`src/rtl/y86_pkg.sv`:
```
// Shared status codes and arbiter state encoding for the unified-memory port arbiter.
package y86_pkg;

    localparam logic [1:0] STAT_AOK = 2'b00;
    localparam logic [1:0] STAT_HLT = 2'b01;
    localparam logic [1:0] STAT_ADR = 2'b10;
    localparam logic [1:0] STAT_INS = 2'b11;

    typedef enum logic [1:0] {
        ARB_IDLE   = 2'd0,
        ARB_D_BEAT = 2'd1,
        ARB_I_LO   = 2'd2,
        ARB_I_HI   = 2'd3
    } arb_state_t;

endpackage

```
`src/rtl/arb_timeout_ctr.sv`:
```
// Beat watchdog: counts cycles a memory beat has waited for its acknowledge.
module arb_timeout_ctr #(
    parameter int LIMIT = 15
) (
    input  logic clk,
    input  logic rst_n,
    input  logic clr,
    input  logic en,
    output logic expired
);

    logic [3:0] count;

    always_ff @(posedge clk or negedge rst_n) begin
        if (!rst_n) begin
            count <= 4'd0;
        end else if (clr) begin
            count <= 4'd0;
        end else if (en) begin
            count <= count + 4'd1;
        end
    end

    // Flags the wait cycle whose increment brings the count up to LIMIT.
    assign expired = en & (count == 4'(LIMIT - 1));

endmodule

```
`src/rtl/mem_port_arbiter.sv`:
```
// Arbitrates the single memory port between instruction fetch (two beats) and the data stage (one beat).
module mem_port_arbiter
    import y86_pkg::*;
#(
    parameter int ADDR_W    = 64,
    parameter int DATA_W    = 64,
    parameter int MEM_BYTES = 4096,
    parameter int TIMEOUT   = 15
) (
    input  logic              clk,
    input  logic              rst_n,
    input  logic              f_req,
    input  logic [ADDR_W-1:0] f_pc,
    input  logic              f_cancel,
    input  logic              m_req,
    input  logic              m_we,
    input  logic [ADDR_W-1:0] m_addr,
    input  logic [DATA_W-1:0] m_wdata,
    output logic              mem_req,
    output logic              mem_we,
    output logic [ADDR_W-1:0] mem_addr,
    output logic [DATA_W-1:0] mem_wdata,
    input  logic              mem_ack,
    input  logic [DATA_W-1:0] mem_rdata,
    output logic              f_done,
    output logic [79:0]       f_instr,
    output logic [1:0]        f_stat,
    output logic              m_done,
    output logic [DATA_W-1:0] m_rdata,
    output logic [1:0]        m_stat,
    output logic              f_stall_req,
    output logic              m_stall_req
);

    // Highest legal start address for an 8-byte data access and a 10-byte fetch;
    // comparing the start address avoids wrap-around of addr+offset.
    localparam logic [ADDR_W-1:0] M_LAST_START = ADDR_W'(MEM_BYTES - 8);
    localparam logic [ADDR_W-1:0] F_LAST_START = ADDR_W'(MEM_BYTES - 10);

    arb_state_t state, next_state;

    logic m_bad, f_bad, beat_ack, expired, squash, cancel_pend;
    logic start_d, start_lo, start_hi, err_d, err_f, beat_end, abort;

    assign m_bad    = m_addr > M_LAST_START;
    assign f_bad    = f_pc > F_LAST_START;
    assign beat_ack = mem_req & mem_ack;
    assign squash   = f_cancel | cancel_pend;

    assign f_stall_req = f_req & ~f_done;
    assign m_stall_req = m_req & ~m_done;

    arb_timeout_ctr #(.LIMIT(TIMEOUT)) u_timeout (
        .clk     (clk),
        .rst_n   (rst_n),
        .clr     (start_d | start_lo | start_hi),
        .en      (mem_req & ~mem_ack),
        .expired (expired)
    );

    always_ff @(posedge clk or negedge rst_n) begin
        if (!rst_n) begin
            state <= ARB_IDLE;
        end else begin
            state <= next_state;
        end
    end

    // No new request is taken while a done pulse is out: the requester's level is still the old one.
    always_comb begin
        next_state = state;
        start_d    = 1'b0;
        start_lo   = 1'b0;
        start_hi   = 1'b0;
        err_d      = 1'b0;
        err_f      = 1'b0;
        beat_end   = 1'b0;
        abort      = 1'b0;
        case (state)
            ARB_IDLE: begin
                if (!(f_done | m_done)) begin
                    if (m_req) begin
                        if (m_bad) begin
                            err_d = 1'b1;
                        end else begin
                            start_d    = 1'b1;
                            next_state = ARB_D_BEAT;
                        end
                    end else if (f_req && !f_cancel) begin
                        if (f_bad) begin
                            err_f = 1'b1;
                        end else begin
                            start_lo   = 1'b1;
                            next_state = ARB_I_LO;
                        end
                    end
                end
            end
            ARB_D_BEAT: begin
                if (beat_ack) begin
                    beat_end   = 1'b1;
                    next_state = ARB_IDLE;
                end else if (expired) begin
                    abort      = 1'b1;
                    next_state = ARB_IDLE;
                end
            end
            ARB_I_LO: begin
                if (beat_ack) begin
                    beat_end   = 1'b1;
                    next_state = squash ? ARB_IDLE : ARB_I_HI;
                end else if (expired) begin
                    abort      = 1'b1;
                    next_state = ARB_IDLE;
                end
            end
            ARB_I_HI: begin
                if (!mem_req) begin
                    if (squash) begin
                        next_state = ARB_IDLE;
                    end else begin
                        start_hi = 1'b1;
                    end
                end else if (beat_ack) begin
                    beat_end   = 1'b1;
                    next_state = ARB_IDLE;
                end else if (expired) begin
                    abort      = 1'b1;
                    next_state = ARB_IDLE;
                end
            end
            default: next_state = ARB_IDLE;
        endcase
    end

    always_ff @(posedge clk or negedge rst_n) begin
        if (!rst_n) begin
            cancel_pend <= 1'b0;
        end else if (next_state == ARB_IDLE) begin
            cancel_pend <= 1'b0;
        end else if (f_cancel && (state == ARB_I_LO || state == ARB_I_HI)) begin
            cancel_pend <= 1'b1;
        end
    end

    always_ff @(posedge clk or negedge rst_n) begin
        if (!rst_n) begin
            mem_req   <= 1'b0;
            mem_we    <= 1'b0;
            mem_addr  <= '0;
            mem_wdata <= '0;
            f_done    <= 1'b0;
            f_instr   <= '0;
            f_stat    <= STAT_AOK;
            m_done    <= 1'b0;
            m_rdata   <= '0;
            m_stat    <= STAT_AOK;
        end else begin
            f_done <= 1'b0;
            m_done <= 1'b0;
            if (start_d) begin
                mem_req   <= 1'b1;
                mem_we    <= m_we;
                mem_addr  <= m_addr;
                mem_wdata <= m_wdata;
            end
            if (start_lo) begin
                mem_req  <= 1'b1;
                mem_we   <= 1'b0;
                mem_addr <= f_pc;
            end
            if (start_hi) begin
                mem_req  <= 1'b1;
                mem_addr <= mem_addr + ADDR_W'(8);
            end
            if (beat_end || abort) begin
                mem_req <= 1'b0;
                mem_we  <= 1'b0;
            end
            if (err_d) begin
                m_done  <= 1'b1;
                m_stat  <= STAT_ADR;
                m_rdata <= '0;
            end
            if (err_f) begin
                f_done  <= 1'b1;
                f_stat  <= STAT_ADR;
                f_instr <= '0;
            end
            if (beat_end) begin
                case (state)
                    ARB_D_BEAT: begin
                        m_done  <= 1'b1;
                        m_stat  <= STAT_AOK;
                        m_rdata <= mem_we ? '0 : mem_rdata;
                    end
                    ARB_I_LO: f_instr[63:0] <= mem_rdata;
                    ARB_I_HI: begin
                        f_instr[79:64] <= mem_rdata[15:0];
                        if (!squash) begin
                            f_done <= 1'b1;
                            f_stat <= STAT_AOK;
                        end
                    end
                    default: ;
                endcase
            end
            // A watchdog abort is reported to whichever stage owned the beat, unless the fetch was squashed.
            if (abort) begin
                if (state == ARB_D_BEAT) begin
                    m_done  <= 1'b1;
                    m_stat  <= STAT_ADR;
                    m_rdata <= '0;
                end else if (!squash) begin
                    f_done  <= 1'b1;
                    f_stat  <= STAT_ADR;
                    f_instr <= '0;
                end
            end
        end
    end

endmodule

```
`config.mk`:
```
export PLATFORM = sky130hd
export DESIGN_NAME = mem_port_arbiter
export DESIGN_NICKNAME = d
export VERILOG_FILES = /design/src/rtl/y86_pkg.sv /design/src/rtl/arb_timeout_ctr.sv /design/src/rtl/mem_port_arbiter.sv
export SDC_FILE = /design/constraint.sdc
export NUM_CORES = 1
export LEC_CHECK = 0
export ABC_AREA = 1
export CAP_MARGIN = 20
export CORE_AREA = 2 2 213 215
export DETAILED_ROUTE_END_ITERATION = 8
export DIE_AREA = 0 0 215 217
export HOLD_SLACK_MARGIN = 0.15
export SLEW_MARGIN = 20
export SYNTH_ARGS = -nofsm -noshare
export SYNTH_HDL_FRONTEND = slang
export SYNTH_HIERARCHICAL = 1
export SYNTH_SLANG_ARGS = --single-unit
```
`constraint.sdc`:
```
create_clock -name clk -period 4.91 [get_ports clk]
set_clock_uncertainty 0.05 [all_clocks]
set_input_delay 0.7365 -clock clk [delete_from_list [all_inputs] [get_ports clk]]
set_output_delay 0.7365 -clock clk [all_outputs]
set_load 0.01 [all_outputs]
```
==> summary.md <==
| Metric | Value |
|---|---|
| Clock share of power | `47.4%` |
| Switching part of the total | `24.27%` |
| Setup TNS | `0 ns` |
| Worst slew margin | `29.28%` |
| Layout fillers | `4485` |
| Hold WC Path Type | `in2async` |
| First-pass DRT Iterations | `5` |
| Critical path startpoint category | `primary input` |
| Area of the multi-input gates | `6163 um^2` |
| Largest net degree at the start of global routing | `113` |
| Sequential Power Share | `43.4%` |
| Cell Area, Synth | `14230 um^2` |
| Residual DRC | `0` |
| Leakage | `9.455 nW` |
| Final period utilization | `70.16%` |
| First-pass GRT wire length | `89090 um` |
| Synth Instances | `1832` |
| Min Hold Slack | `0.1645 ns` |
| Slowest-stage cell, CP | `clkinv_2` |
| Share of the synthesized area in the top cell type | `50.48%` |
| Critical Path AT | `3.76 ns` |
| Top post-synthesis cells by area | `dfrtp_1, nand2_1, a21oi_1` |
| Number of global-route vias before repair | `14600` |
| CP endpoint kind | `register` |
| Root buf cell | `clkbuf_16` |
| Clk buf depth | `3` |
| Area Overhead vs Synth | `49.96%` |
| Placed cells | `2908` |
| Commonest non-fill, non-tap cell in the layout | `nand2_1` |
| Synth Register Bits | `287` |
| Gpl congestion | `1.003` |
| H-tree levels | `2` |
| GRT Resource Usage Total | `24.93%` |
| PortBufs | `544` |
| Total Die Area | `46660 um^2` |
| Clk sinks | `287` |
| Most frequent CP cell | `nor2_1` |
| Synth cell types | `41` |
| Crit path cell chain | `clkdlybuf4s50_1 > nor2_1 > nand2_1 > nor2_1 > o2111ai_2 > nor3_4 > buf_4 > clkinv_2 > o21ai_0 > a21oi_1` |
| Comb power frac | `9.1%` |
| Mapped Nets | `2102` |
| Max Cap Violations | `0` |
| Cell Pwr Density | `266.0 nW/um^2` |
| Die Span Y | `217 um` |
| Vias/cell | `4.818` |
| Total power | `5.674 mW` |
| Site row count | `78` |
| Worst EP required | `5.23 ns` |
| Setup Slack @ Placement | `0.9930 ns` |
| Clk pin slew, worst setup/hold paths | `0.05 ns` |
| Slew Viols, Final | `0` |
| Most frequent cells in the layout | `nand2_1, clkdlybuf4s50_1, dfrtp_1` |
| Die span in x | `215 um` |
| DR WL/cell | `19.82 um` |
| Initial core utilization | `31.83%` |
| Sequential area share after synthesis | `50.48%` |
| CP peak stage delay | `0.77 ns` |
| CTS tree | `built` |
| Crit path time final | `3.445 ns` |
| Critical Path Stages | `10` |
| Initial antenna violation count | `6` |
| Synth area leader | `dfrtp_1` |
| Num CTS Buffers | `36` |
| Remaining antenna violation count after routing | `0` |
| Cell family with most CP delay | `buffers and inverters` |
| Core Area | `44700 um^2` |
| Insertion delay to the later sink of the worst-skew pair | `0.56 ns` |
| Sequential Area | `7182 um^2` |
| Final Non-Filler Cells | `2976` |
| FF-to-FF setup slack | `1.51 ns` |
| Nets | `2616` |
| Post-cts resize count | `0` |
| Setup Buffers After CTS | `0` |
| Vias post-DR | `14340` |
| Kind of critical path | `in2reg` |
| Critical-path maximum fanout | `65` |
| Routed WL | `58990 um` |
| Post-CTS Hold Fix Bufs | `0` |
| Final Hold Fails | `0` |
| R2R cell count | `10` |
| Max Freq | `0.2903 GHz` |
| RSZ-0062 raised after global routing | `false` |
| Gr ovfl total | `0` |
| Final setup viols | `0` |
| Internal power | `4.297 mW` |
| Syn. warnings | `6` |
| Top Ports | `545` |
| Final Worst Setup Slack | `1.465 ns` |
| Proportion of layout cells with a drive suffix above 1 | `4.635%` |
| Hpwl dp | `44050 um` |
| CP Buf/Inv Count | `3` |
| Slew @ Worst Pin | `1.061 ns` |
| Peak supply drop | `0.2138 mV` |
| Status | `completed` |
| Starting DRT DRC Count | `927` |
| Switch Pwr | `1.377 mW` |
| Post-Syn Area per Cell | `7.766 um^2` |
kinds of logic (layout without fill, tap and decap cells):
| group | count (synthesis) | in the layout | synth area share, % |
|---|---|---|---|
| other | 0 | 3 | 0 |
| adders and majority gates | 7 | 7 | 0.6156 |
| DFF | 287 | 287 | 50.48 |
| AOI/OAI and AO/OA | 306 | 306 | 10.97 |
| xor gates and xnor gates | 41 | 41 | 2.524 |
| buffers and inverters | 197 | 738 | 6.411 |
| and+or+nand+nor | 994 | 994 | 29.00 |
metal layers:
layer | GRT usage [%] | vias up | wire [um]
li1 | - | 6915 | -
met1 | 29.79 | 6803 | 23370
met2 | 41.94 | 504 | 28430
met3 | 7.310 | 110 | 4671
met4 | 10.69 | 6 | 2470
met5 | 0 | - | 46
per-stage QoR:
stage / area (um^2) / util [%]
floorplan: 14230 / -
global placement: 20120 / 45.01
detailed placement: 20120 / 45.01
CTS: 21330 / 47.71
global route: 21340 / 47.73
finish: 21340 / 47.73
power groups by stage:
stage / registers, mW / clock network (mW) / logic, mW
floorplan: 2.50 / 0 / 0.135
global placement: 2.50 / 0 / 0.515
detailed placement: 2.51 / 0 / 0.521
CTS: 2.46 / 2.76 / 0.524
global route: 2.47 / 2.86 / 0.566
finish: 2.46 / 2.69 / 0.519
cell type report:
class / instances / share of cell area (%)
repair buffers: 561 / 26.26
clock buffers: 55 / 5.125
flip-flops and latches: 287 / 33.66
diodes: 3 / 0.03519
multi-input cells: 1348 / 28.89
well taps: 600 / 3.519
inverters: 112 / 1.976
clock inverters: 10 / 0.5337
cells in the mapped netlist (all sizes together):
cell type,instances
a21oi,187
a31oi,2
and2,3
and3,1
buf,50
clkbuf,35
clkinv,1
dfrtp,287
ha,7
inv,111
nand2,624
nand3,80
nand3b,11
nand4,25
nor2,200
nor3,40
nor3b,2
nor4,2
o2111ai,1
o211ai,2
o21ai,110
o21bai,2
o22ai,2
or2,6
xnor2,13
xor2,28
sequential cells by signal (all words and copies together), names as in the netlist:
signal / cells
mem_addr: 64
m_stat: 2
u_timeout/count: 4
m_done: 1
m_rdata: 64
mem_wdata: 64
f_instr: 80
f_stat: 2
mem_req: 1
mem_we: 1
cancel_pend: 1
state: 2
f_done: 1
worst register-to-register path: stages (launching register included):
cell and delay, ns:
dfrtp_1 0.52, inv_1 0.10, nor2_1 0.30, nand2_1 0.09
nor2_1 0.22, o2111ai_2 0.28, nor3_4 0.18, buf_4 0.27
clkinv_2 0.78, o21ai_0 0.35, a21oi_1 0.07
path summary, 6_finish.rpt:
path	endpoint	startpoint
worst max-delay path	f_instr[6]	mem_ack
min in group clk	mem_wdata[26]	mem_wdata[26]
worst max register to register	f_instr[6]	mem_req
worst min register to register	mem_wdata[26]	mem_wdata[26]
max in group asynchronous	mem_addr[59]	rst_n
worst min-delay path	mem_addr[18]	rst_n
(Power assumes the default switching activity.)
